**src/rtl/lsu_pkg.sv**
```systemverilog
// lsu_pkg: shared memop encodings, FSM state type and access-size helpers
// for the load/store unit.
`default_nettype none

package lsu_pkg;

  localparam logic [2:0] MEMOP_B  = 3'b000;
  localparam logic [2:0] MEMOP_H  = 3'b001;
  localparam logic [2:0] MEMOP_W  = 3'b010;
  localparam logic [2:0] MEMOP_BU = 3'b100;
  localparam logic [2:0] MEMOP_HU = 3'b101;

  typedef enum logic [2:0] {
    IDLE    = 3'd0,
    REQ_LO  = 3'd1,
    WAIT_LO = 3'd2,
    REQ_HI  = 3'd3,
    WAIT_HI = 3'd4,
    RESP    = 3'd5
  } lsu_state_t;

  // Takes memop[1:0]: 00 byte, 01 half, anything else word.
  function automatic logic [3:0] base_mask(input logic [1:0] sz);
    case (sz)
      2'b00:   base_mask = 4'b0001;
      2'b01:   base_mask = 4'b0011;
      default: base_mask = 4'b1111;
    endcase
  endfunction

  function automatic logic [2:0] access_size(input logic [1:0] sz);
    case (sz)
      2'b00:   access_size = 3'd1;
      2'b01:   access_size = 3'd2;
      default: access_size = 3'd4;
    endcase
  endfunction

endpackage

`default_nettype wire

```
**src/rtl/lsu_align.sv**
```systemverilog
// lsu_align: combinational lane logic - store data/mask placement for the low
// and high word of an access, and load extraction with sign/zero extension.
`default_nettype none

module lsu_align
  import lsu_pkg::*;
(
  input  logic [1:0]  off,
  input  logic [2:0]  memop,
  input  logic [31:0] wdata,
  input  logic [31:0] lo_word,
  input  logic [31:0] hi_word,
  input  logic        split,
  output logic [31:0] lo_wdata,
  output logic [3:0]  lo_wmask,
  output logic [31:0] hi_wdata,
  output logic [3:0]  hi_wmask,
  output logic [31:0] rdata
);

  logic [3:0]  bmask;
  logic [4:0]  lo_sh;
  logic [5:0]  hi_sh;
  logic [2:0]  hi_msh;
  logic [63:0] pair;
  logic [31:0] window;

  always_comb begin
    bmask    = base_mask(memop[1:0]);
    lo_sh    = {off, 3'b000};
    // off == 0 gives a 32-bit / 4-lane shift, which empties the high word
    hi_sh    = 6'd32 - {1'b0, off, 3'b000};
    hi_msh   = 3'd4 - {1'b0, off};
    lo_wdata = wdata << lo_sh;
    lo_wmask = bmask << off;
    hi_wdata = wdata >> hi_sh;
    hi_wmask = bmask >> hi_msh;

    pair     = {(split ? hi_word : 32'h0), lo_word};
    window   = 32'(pair >> lo_sh);
    case (memop)
      MEMOP_B:  rdata = {{24{window[7]}}, window[7:0]};
      MEMOP_BU: rdata = {24'h0, window[7:0]};
      MEMOP_H:  rdata = {{16{window[15]}}, window[15:0]};
      MEMOP_HU: rdata = {16'h0, window[15:0]};
      default:  rdata = window;
    endcase
  end

endmodule

`default_nettype wire

```
**src/rtl/lsu.sv**
```systemverilog
// lsu: load/store unit FSM. Takes one operation from execute, issues one or
// two aligned memory requests, and returns extended load data or completion.
`default_nettype none

module lsu
  import lsu_pkg::*;
#(
  parameter int XLEN = 32
) (
  input  logic            clk,
  input  logic            rst,
  input  logic            in_valid,
  output logic            in_ready,
  input  logic [XLEN-1:0] in_addr,
  input  logic [XLEN-1:0] in_wdata,
  input  logic            in_wen,
  input  logic            in_ren,
  input  logic [2:0]      in_memop,
  output logic            mem_req_valid,
  input  logic            mem_req_ready,
  output logic [XLEN-1:0] mem_req_addr,
  output logic            mem_req_wen,
  output logic [XLEN-1:0] mem_req_wdata,
  output logic [3:0]      mem_req_wmask,
  input  logic            mem_resp_valid,
  input  logic [XLEN-1:0] mem_resp_rdata,
  output logic            out_valid,
  input  logic            out_ready,
  output logic [XLEN-1:0] out_rdata,
  output logic            out_err
);

  lsu_state_t  state;
  logic [29:0] word_addr;
  logic [1:0]  off;
  logic [2:0]  memop;
  logic [31:0] wdata;
  logic        wen;
  logic        split;
  logic [31:0] lo_word;
  logic [31:0] hi_word;

  logic        idle;
  logic [1:0]  a_off;
  logic [2:0]  a_memop;
  logic [31:0] a_wdata;
  logic [31:0] a_lo;
  logic [31:0] a_hi;
  logic [31:0] lo_wdata;
  logic [3:0]  lo_wmask;
  logic [31:0] hi_wdata;
  logic [3:0]  hi_wmask;
  logic [31:0] ext_rdata;

  logic        illegal;
  logic        in_split;
  logic [2:0]  in_size;

  assign idle     = (state == IDLE);
  assign in_ready = idle;

  // In IDLE the lane logic sees the incoming op so the first request can be
  // registered on the accept edge; afterwards it sees the latched op.
  assign a_off   = idle ? in_addr[1:0] : off;
  assign a_memop = idle ? in_memop     : memop;
  assign a_wdata = idle ? in_wdata     : wdata;
  assign a_lo    = (state == WAIT_LO) ? mem_resp_rdata : lo_word;
  assign a_hi    = (state == WAIT_HI) ? mem_resp_rdata : hi_word;

  always_comb begin
    illegal  = (in_memop == 3'b011) || (in_memop[2:1] == 2'b11) ||
               (in_wen && in_memop[2]) || (in_wen && in_ren);
    in_size  = access_size(in_memop[1:0]);
    in_split = ({1'b0, in_addr[1:0]} + in_size) > 3'd4;
  end

  lsu_align u_align (
    .off      (a_off),
    .memop    (a_memop),
    .wdata    (a_wdata),
    .lo_word  (a_lo),
    .hi_word  (a_hi),
    .split    (split),
    .lo_wdata (lo_wdata),
    .lo_wmask (lo_wmask),
    .hi_wdata (hi_wdata),
    .hi_wmask (hi_wmask),
    .rdata    (ext_rdata)
  );

  always_ff @(posedge clk or negedge rst) begin
    if (!rst) begin
      state         <= IDLE;
      word_addr     <= '0;
      off           <= '0;
      memop         <= '0;
      wdata         <= '0;
      wen           <= 1'b0;
      split         <= 1'b0;
      lo_word       <= '0;
      hi_word       <= '0;
      mem_req_valid <= 1'b0;
      mem_req_addr  <= '0;
      mem_req_wen   <= 1'b0;
      mem_req_wdata <= '0;
      mem_req_wmask <= '0;
      out_valid     <= 1'b0;
      out_rdata     <= '0;
      out_err       <= 1'b0;
    end else begin
      case (state)
        IDLE: begin
          if (in_valid) begin
            word_addr <= in_addr[31:2];
            off       <= in_addr[1:0];
            memop     <= in_memop;
            wdata     <= in_wdata;
            wen       <= in_wen;
            split     <= in_split;
            if (illegal || (!in_wen && !in_ren)) begin
              state     <= RESP;
              out_valid <= 1'b1;
              out_err   <= illegal;
              out_rdata <= '0;
            end else begin
              state         <= REQ_LO;
              mem_req_valid <= 1'b1;
              mem_req_addr  <= {in_addr[31:2], 2'b00};
              mem_req_wen   <= in_wen;
              mem_req_wdata <= in_wen ? lo_wdata : 32'h0;
              mem_req_wmask <= in_wen ? lo_wmask : 4'h0;
            end
          end
        end
        REQ_LO: begin
          if (mem_req_ready) begin
            mem_req_valid <= 1'b0;
            state         <= WAIT_LO;
          end
        end
        WAIT_LO: begin
          if (mem_resp_valid) begin
            lo_word <= mem_resp_rdata;
            if (split) begin
              state         <= REQ_HI;
              mem_req_valid <= 1'b1;
              mem_req_addr  <= {word_addr + 30'd1, 2'b00};
              mem_req_wdata <= wen ? hi_wdata : 32'h0;
              mem_req_wmask <= wen ? hi_wmask : 4'h0;
            end else begin
              state     <= RESP;
              out_valid <= 1'b1;
              out_err   <= 1'b0;
              out_rdata <= wen ? 32'h0 : ext_rdata;
            end
          end
        end
        REQ_HI: begin
          if (mem_req_ready) begin
            mem_req_valid <= 1'b0;
            state         <= WAIT_HI;
          end
        end
        WAIT_HI: begin
          if (mem_resp_valid) begin
            hi_word   <= mem_resp_rdata;
            state     <= RESP;
            out_valid <= 1'b1;
            out_err   <= 1'b0;
            out_rdata <= wen ? 32'h0 : ext_rdata;
          end
        end
        RESP: begin
          if (out_ready) begin
            state     <= IDLE;
            out_valid <= 1'b0;
            out_err   <= 1'b0;
            out_rdata <= '0;
          end
        end
        default: state <= IDLE;
      endcase
    end
  end

endmodule

`default_nettype wire

```
**config.mk**
```make
export PLATFORM = sky130hd
export DESIGN_NAME = lsu
export DESIGN_NICKNAME = d
export VERILOG_FILES = /design/src/rtl/lsu_pkg.sv /design/src/rtl/lsu_align.sv /design/src/rtl/lsu.sv
export SDC_FILE = /design/constraint.sdc
export NUM_CORES = 1
export LEC_CHECK = 0
export CORE_MARGIN = 2
export CORE_UTILIZATION = 50
export DETAILED_ROUTE_END_ITERATION = 8
export PLACE_DENSITY_LB_ADDON = 0.15
export SETUP_SLACK_MARGIN = 0.5
export SKIP_CTS_REPAIR_TIMING = 1
export SLEW_MARGIN = 10
export SYNTH_ARGS = -nofsm -noshare
export SYNTH_HDL_FRONTEND = slang
export SYNTH_SLANG_ARGS = --single-unit
```
**constraint.sdc**
```tcl
create_clock -name clk -period 3.6 [get_ports clk]
set_input_delay 1.08 -clock clk [delete_from_list [all_inputs] [get_ports clk]]
set_output_delay 1.08 -clock clk [all_outputs]
set_load 0.01 [all_outputs]
```
=== Word level (Yosys, flattened, before mapping) ===
Index checks and enable logic that the tools add are counted.
Widths: inputs -> output; s select.

* Reductions and logical operators: 25
* Shift-type cells: 5
* Divide/modulo/power cells: 0
* Bitwise logic cells: 1
* Multipliers: 0
* Order comparisons: 1
* Equality and inequality tests: 23
* Add/subtract/negate cells: 4
* Muxes and demuxes: 64

{| class="wikitable"
|+ Operators with widths
! operator !! count
|-
| $mux 32 || 21
|-
| $pmux 32 s4 || 2
|-
| $pmux 32 s2 || 2
|-
| $shr 64x5->32 || 1
|-
| $shl 32x5->32 || 1
|-
| $shr 32x6->32 || 1
|-
| $add 30x1->30 const B || 1
|-
| $mux 3 || 9
|-
| $mux 4 || 6
|-
| $ne 2x2->1 const B || 9
|-
| $pmux 3 s6 || 1
|-
| $mux 1 || 16
|-
| $pmux 4 s2 || 2
|-
| $eq 3x3->1 const B || 4
|-
| $reduce_and 6->1 || 2
|-
| $eq 3x2->1 const B || 3
|-
| $pmux 1 s4 || 2
|-
| $reduce_and 7->1 || 1
|-
| $eq 3x1->1 const B || 2
|-
| $logic_not 3->1 || 2
|-
| $pmux 3 s2 || 1
|-
| $reduce_and 2->1 || 3
|-
| $sub 6x5->6 const A || 1
|-
| $reduce_and 5->1 || 1
|-
| other kinds (20) || 29
|}

* Bits in writable memories: 0
* Logic and storage cells: 140
* Bits in read-only memories: 0
* Output and inout bits: 105
* Register bits: 240
* Bits of input ports: 107
* Bits in latches: 0
* Memories kept: 0

=== Longest topological paths before layout ===
* Depth in word-level cells: 9
* Depth in mapped cells: 11
* Depth with buffers taken out: 7

=== By module ===
A second synthesis with hierarchy kept.

* Cells, all modules: 1,559
* Area total of the unflattened synthesis: 14,106.0 sq um

{| class="wikitable"
|+ By module, submodules not included
! module !! cells each !! sequential area each (sq um) !! times used !! area an instance (sq um)
|-
| lsu || 1,203 || 5,955.7 || 1 || 11,853.9
|-
| lsu_align || 356 || 0.0 || 1 || 2,252.2
|}

=== Least setup slack after synthesis ===
No wires, ideal clock.

* Kind: register to output
* Start: reg state[1]
* End: out in_ready
* Path slack: 0.748 ns
* Cell stages (with the launch flop): 8
* Arrival time: 1.772 ns
* Buffers on the path: 5
* Data required time: 2.520 ns
* Cells stage by stage: dfrtp_1 -> buf_6 -> or3_1 -> buf_6 -> inv_8 -> buf_2 -> buf_2 -> buf_1

* Word-level cells in the longest chain between the ends: 1

{| class="wikitable"
|+ Ends and longest elaborated chain
! what !! RTL line !! RTL
|-
| start, declared || lsu.sv:33 || <nowiki>lsu_state_t state;</nowiki>
|-
| start signal, assigned || lsu.sv:93 || <nowiki>state <= IDLE;</nowiki>
|-
| start signal, assigned || lsu.sv:121 || <nowiki>state <= RESP;</nowiki>
|-
| start signal, assigned || lsu.sv:126 || <nowiki>state <= REQ_LO;</nowiki>
|-
| $logic_not 3->1 || lsu.sv:59 || <nowiki>assign idle = (state == IDLE);</nowiki>
|-
| end, declared || lsu.sv:13 || <nowiki>output logic in_ready,</nowiki>
|}

Every way passes these cells.

=== Worst setup path after layout ===
* Start: reg state[2]
* End: out in_ready

The elaborated chain is that of the path after synthesis.

==> impl_metrics.toml <==
[timing]
setup_violations = 0
hold_viol_final = 0
slew_headroom = 0.476
finalMaxSlewViolations = 0
fmaxAchievable_ghz = 0.320
tns_ps = 0
finalWorstSetupSlack_ps = 475
tightest_slew_ps = 786
finalCriticalPeriod_ps = 3120
whs_ps = 474
fin_skew_ps = 32.9
rsz0062_at_grt = "yes"
period_share = 0.868

[worst_setup_path]
crit_path_start_kind = "flop"
critPathKind = "reg2out"
cp.arrival_ps = 2040
worstPathMaxFanout = 12
cp_top_family = "buffers and inverters"
max_stage_delay_ps = 540
critPathCaptureType = "output port"
reg2reg_from = "state[0]$_DFFE_PN0P_"
crit_chain = "or3_4 > clkinv_8 > clkdlybuf4s50_1"
timing.critical_path.buf_inv = 2
cpMaxStageDelayCell = "clkdlybuf4s50_1"
required_ps = 2520
critPathLaunch = "state[2]$_DFFE_PN0P_"

[synth]
async_flop_share = 1.00
synth_seq_cells = 230
post_synth_inst_count = 1517
ys_types = 67
syn_avg_cell_area_sq_um = 8.73
ys.flop_type = "dfrtp_1"
yosysWarnings = 0
synth_edf_count = 0
syn-cell-area_sq_um = 13200
yosysSeqAreaShare = 0.434

[die]
dieArea_sq_um = 27800
die_y_microns = 167
io_pins = 212
initial_core_util = 0.508
die_w_microns = 167
core_sq_um = 26100
rows = 59

[pwr]
p_seq_frac = 0.288
internal_power_mw = 9.33
total_power_mw = 16.4
p_leak_nw = 7.36
combPwrFrac = 0.536
p_sw_mw = 7.03
power_density_nw_per_um2 = 978
swShare = 0.429
vdd_drop_max_uv = 490
p_clk_frac = 0.177

[status]
status = "completed"

[layout]
fin_util = 0.642
layout-drive-gt1-share = 0.119
n_fill_cell = 2177
stdcell_area_sq_um = 16700
final_cells = 2052
syn_to_final_growth_pct = 26.3
final_common_cell = "nand2_1"
area.sequential_sq_um = 5760
final_cell_mix = "457 x nand2_1, 230 x dfrtp_1, 208 x clkdlybuf4s50_1, 100 x a21oi_1, 80 x mux2i_1"
multi_input_area_sq_um = 6980
fin_nets = 1805

[clock_network]
clk_path_buf_depth = 3
htree_num_levels = 1
cts_buffers = 27
cts_root_buffer = "clkbuf_16"
cts.clk_slew.worst_paths_ps = 60
clkLatencyLatePin_ps = 550
tritoncts = "yes"
clock-sinks = 230

[place]
dp.cells = 1998
post-place-ws_ps = 108
port_buffers = 209
place_congestion = 0.900
place_area_sq_um = 15800
place_hpwl_microns = 28200

[routing]
dr.pass1.iters = 6
route.detailed.drc = 0
drt-total-wl_microns = 40900
avgRoutedWirePerCell_microns = 19.9
vias = 12164
viasPerCell = 5.93
route.antenna.remaining_nets = 0
drt_iter0_markers = 1477

[global_route]
gr-max-usage-layer = "met1"
overflow = 0
use_met2 = 0.427
grt_max_degree = 72
antenna_found_initial = 2
grtUsageMet1 = 0.437
grt_use_met3 = 0.0418
grt_pass1_vias = 11193
gr-usage-all-layers = 0.285
grt_pass1_wl_microns = 63700

[hold_path]
hp-class = "reg2reg"
min_from = "mem_req_addr[15]$_DFFE_PN0P_"

[job]
drv_cap = 0
-- area by class of cell --
cell class / instances / area share
Antenna cell: 1 / 0.000150
Inverter: 9 / 0.00277
Timing Repair inverter: 2 / 0.00105
Clock buffer: 34 / 0.0443
Timing Repair Buffer: 264 / 0.154
Sequential cell: 230 / 0.344
Clock inverter: 16 / 0.0118
Tap cell: 335 / 0.0250
Multi-Input combinational cell: 1161 / 0.417
-- cell usage after synthesis (all sizes together), types with 3 or more instances --
| cell | instances | share of area |
|---|---|---|
| nand2 | 459 | 0.13 |
| dfrtp | 230 | 0.43 |
| a21oi | 101 | 0.038 |
| o21ai | 85 | 0.032 |
| mux2i | 83 | 0.065 |
| clkbuf | 70 | 0.020 |
| mux2 | 68 | 0.058 |
| nor2 | 54 | 0.015 |
| buf | 48 | 0.019 |
| nand3 | 31 | 0.012 |
| a31oi | 26 | 0.013 |
| nor2b | 22 | 0.010 |
| and3 | 19 | 0.0090 |
| a211oi | 16 | 0.0091 |
| a221o | 16 | 0.012 |
| a221oi | 15 | 0.0099 |
| a22o | 15 | 0.0099 |
| xnor2 | 15 | 0.0099 |
| xor2 | 15 | 0.0099 |
| o221ai | 10 | 0.0066 |
| and2 | 9 | 0.0042 |
| inv | 9 | 0.0031 |
| o22ai | 9 | 0.0042 |
| a22oi | 8 | 0.0045 |
| mux4 | 8 | 0.014 |
| nor3 | 8 | 0.0030 |
| a32oi | 6 | 0.0040 |
| a21o | 5 | 0.0028 |
| nand2b | 5 | 0.0024 |
| nand4 | 5 | 0.0024 |
| nor3b | 5 | 0.0028 |
| o211ai | 5 | 0.0028 |
| a31o | 4 | 0.0026 |
| a41oi | 4 | 0.0026 |
| and4 | 4 | 0.0026 |
| o31ai | 3 | 0.0017 |
-- cells by family (layout without fill, tap and decap cells) --
logic type	Yosys count	after routing	share of synthesized area
adders and majority gates	3	3	0.00340
and+or+nand+nor	627	627	0.198
DFF	230	230	0.434
muxes	159	159	0.137
xor gates and xnor gates	30	30	0.0198
other	1	3	0.000283
buffers and inverters	127	325	0.0421
AOI/OAI and AO/OA	340	340	0.165
-- power by group through the flow --
stage          Clock (mW)  Sequential [mW]  Combinational [mW]
6_report             2.89             4.70                8.77
5_1_grt              3.04             4.85                9.46
4_1_cts              2.92             4.69                8.57
3_5_place_dp            0             4.73                8.52
3_3_place_gp            0             4.68                8.38
2_1_floorplan           0             4.67                5.37
-- path summary, 6_finish.rpt --
check | to | slack [ps] | cells past startpoint
worst max-delay path | in_ready | 480 | 3
worst min-delay path | mem_req_addr[15]$_DFFE_PN0P_ | 470 | 2
worst max register to register | out_rdata[13]$_DFFE_PN0P_ | 780 | 6
worst min register to register | mem_req_addr[15]$_DFFE_PN0P_ | 470 | 2
max in group asynchronous | lo_word[13]$_DFFE_PN0P_ | 2240 | 2
min in group asynchronous | mem_req_addr[29]$_DFFE_PN0P_ | 480 | 1
-- registers in the layout (all words and copies together), names as in the netlist, 2 cells and up --
signal	flops
word_addr	30
off	2
lo_word	32
out_rdata	32
mem_req_wdata	32
wdata	32
state	3
mem_req_wmask	4
mem_req_addr	30
memop	3
hi_word	24
-- layer usage --
| metal | vias to the layer above | part of all wire |
|---|---|---|
| met5 | - | 0.00027 |
| met4 | 2 | 0.018 |
| met3 | 61 | 0.083 |
| met2 | 564 | 0.45 |
| met1 | 5850 | 0.45 |
| li1 | 5687 | - |
-- worst min-delay path, cell delays in order, from the launching register on --
cell and delay (ps):
dfrtp_1 340, nand2_1 50, o31ai_1 50
Power figures use the tool's default switching activity.
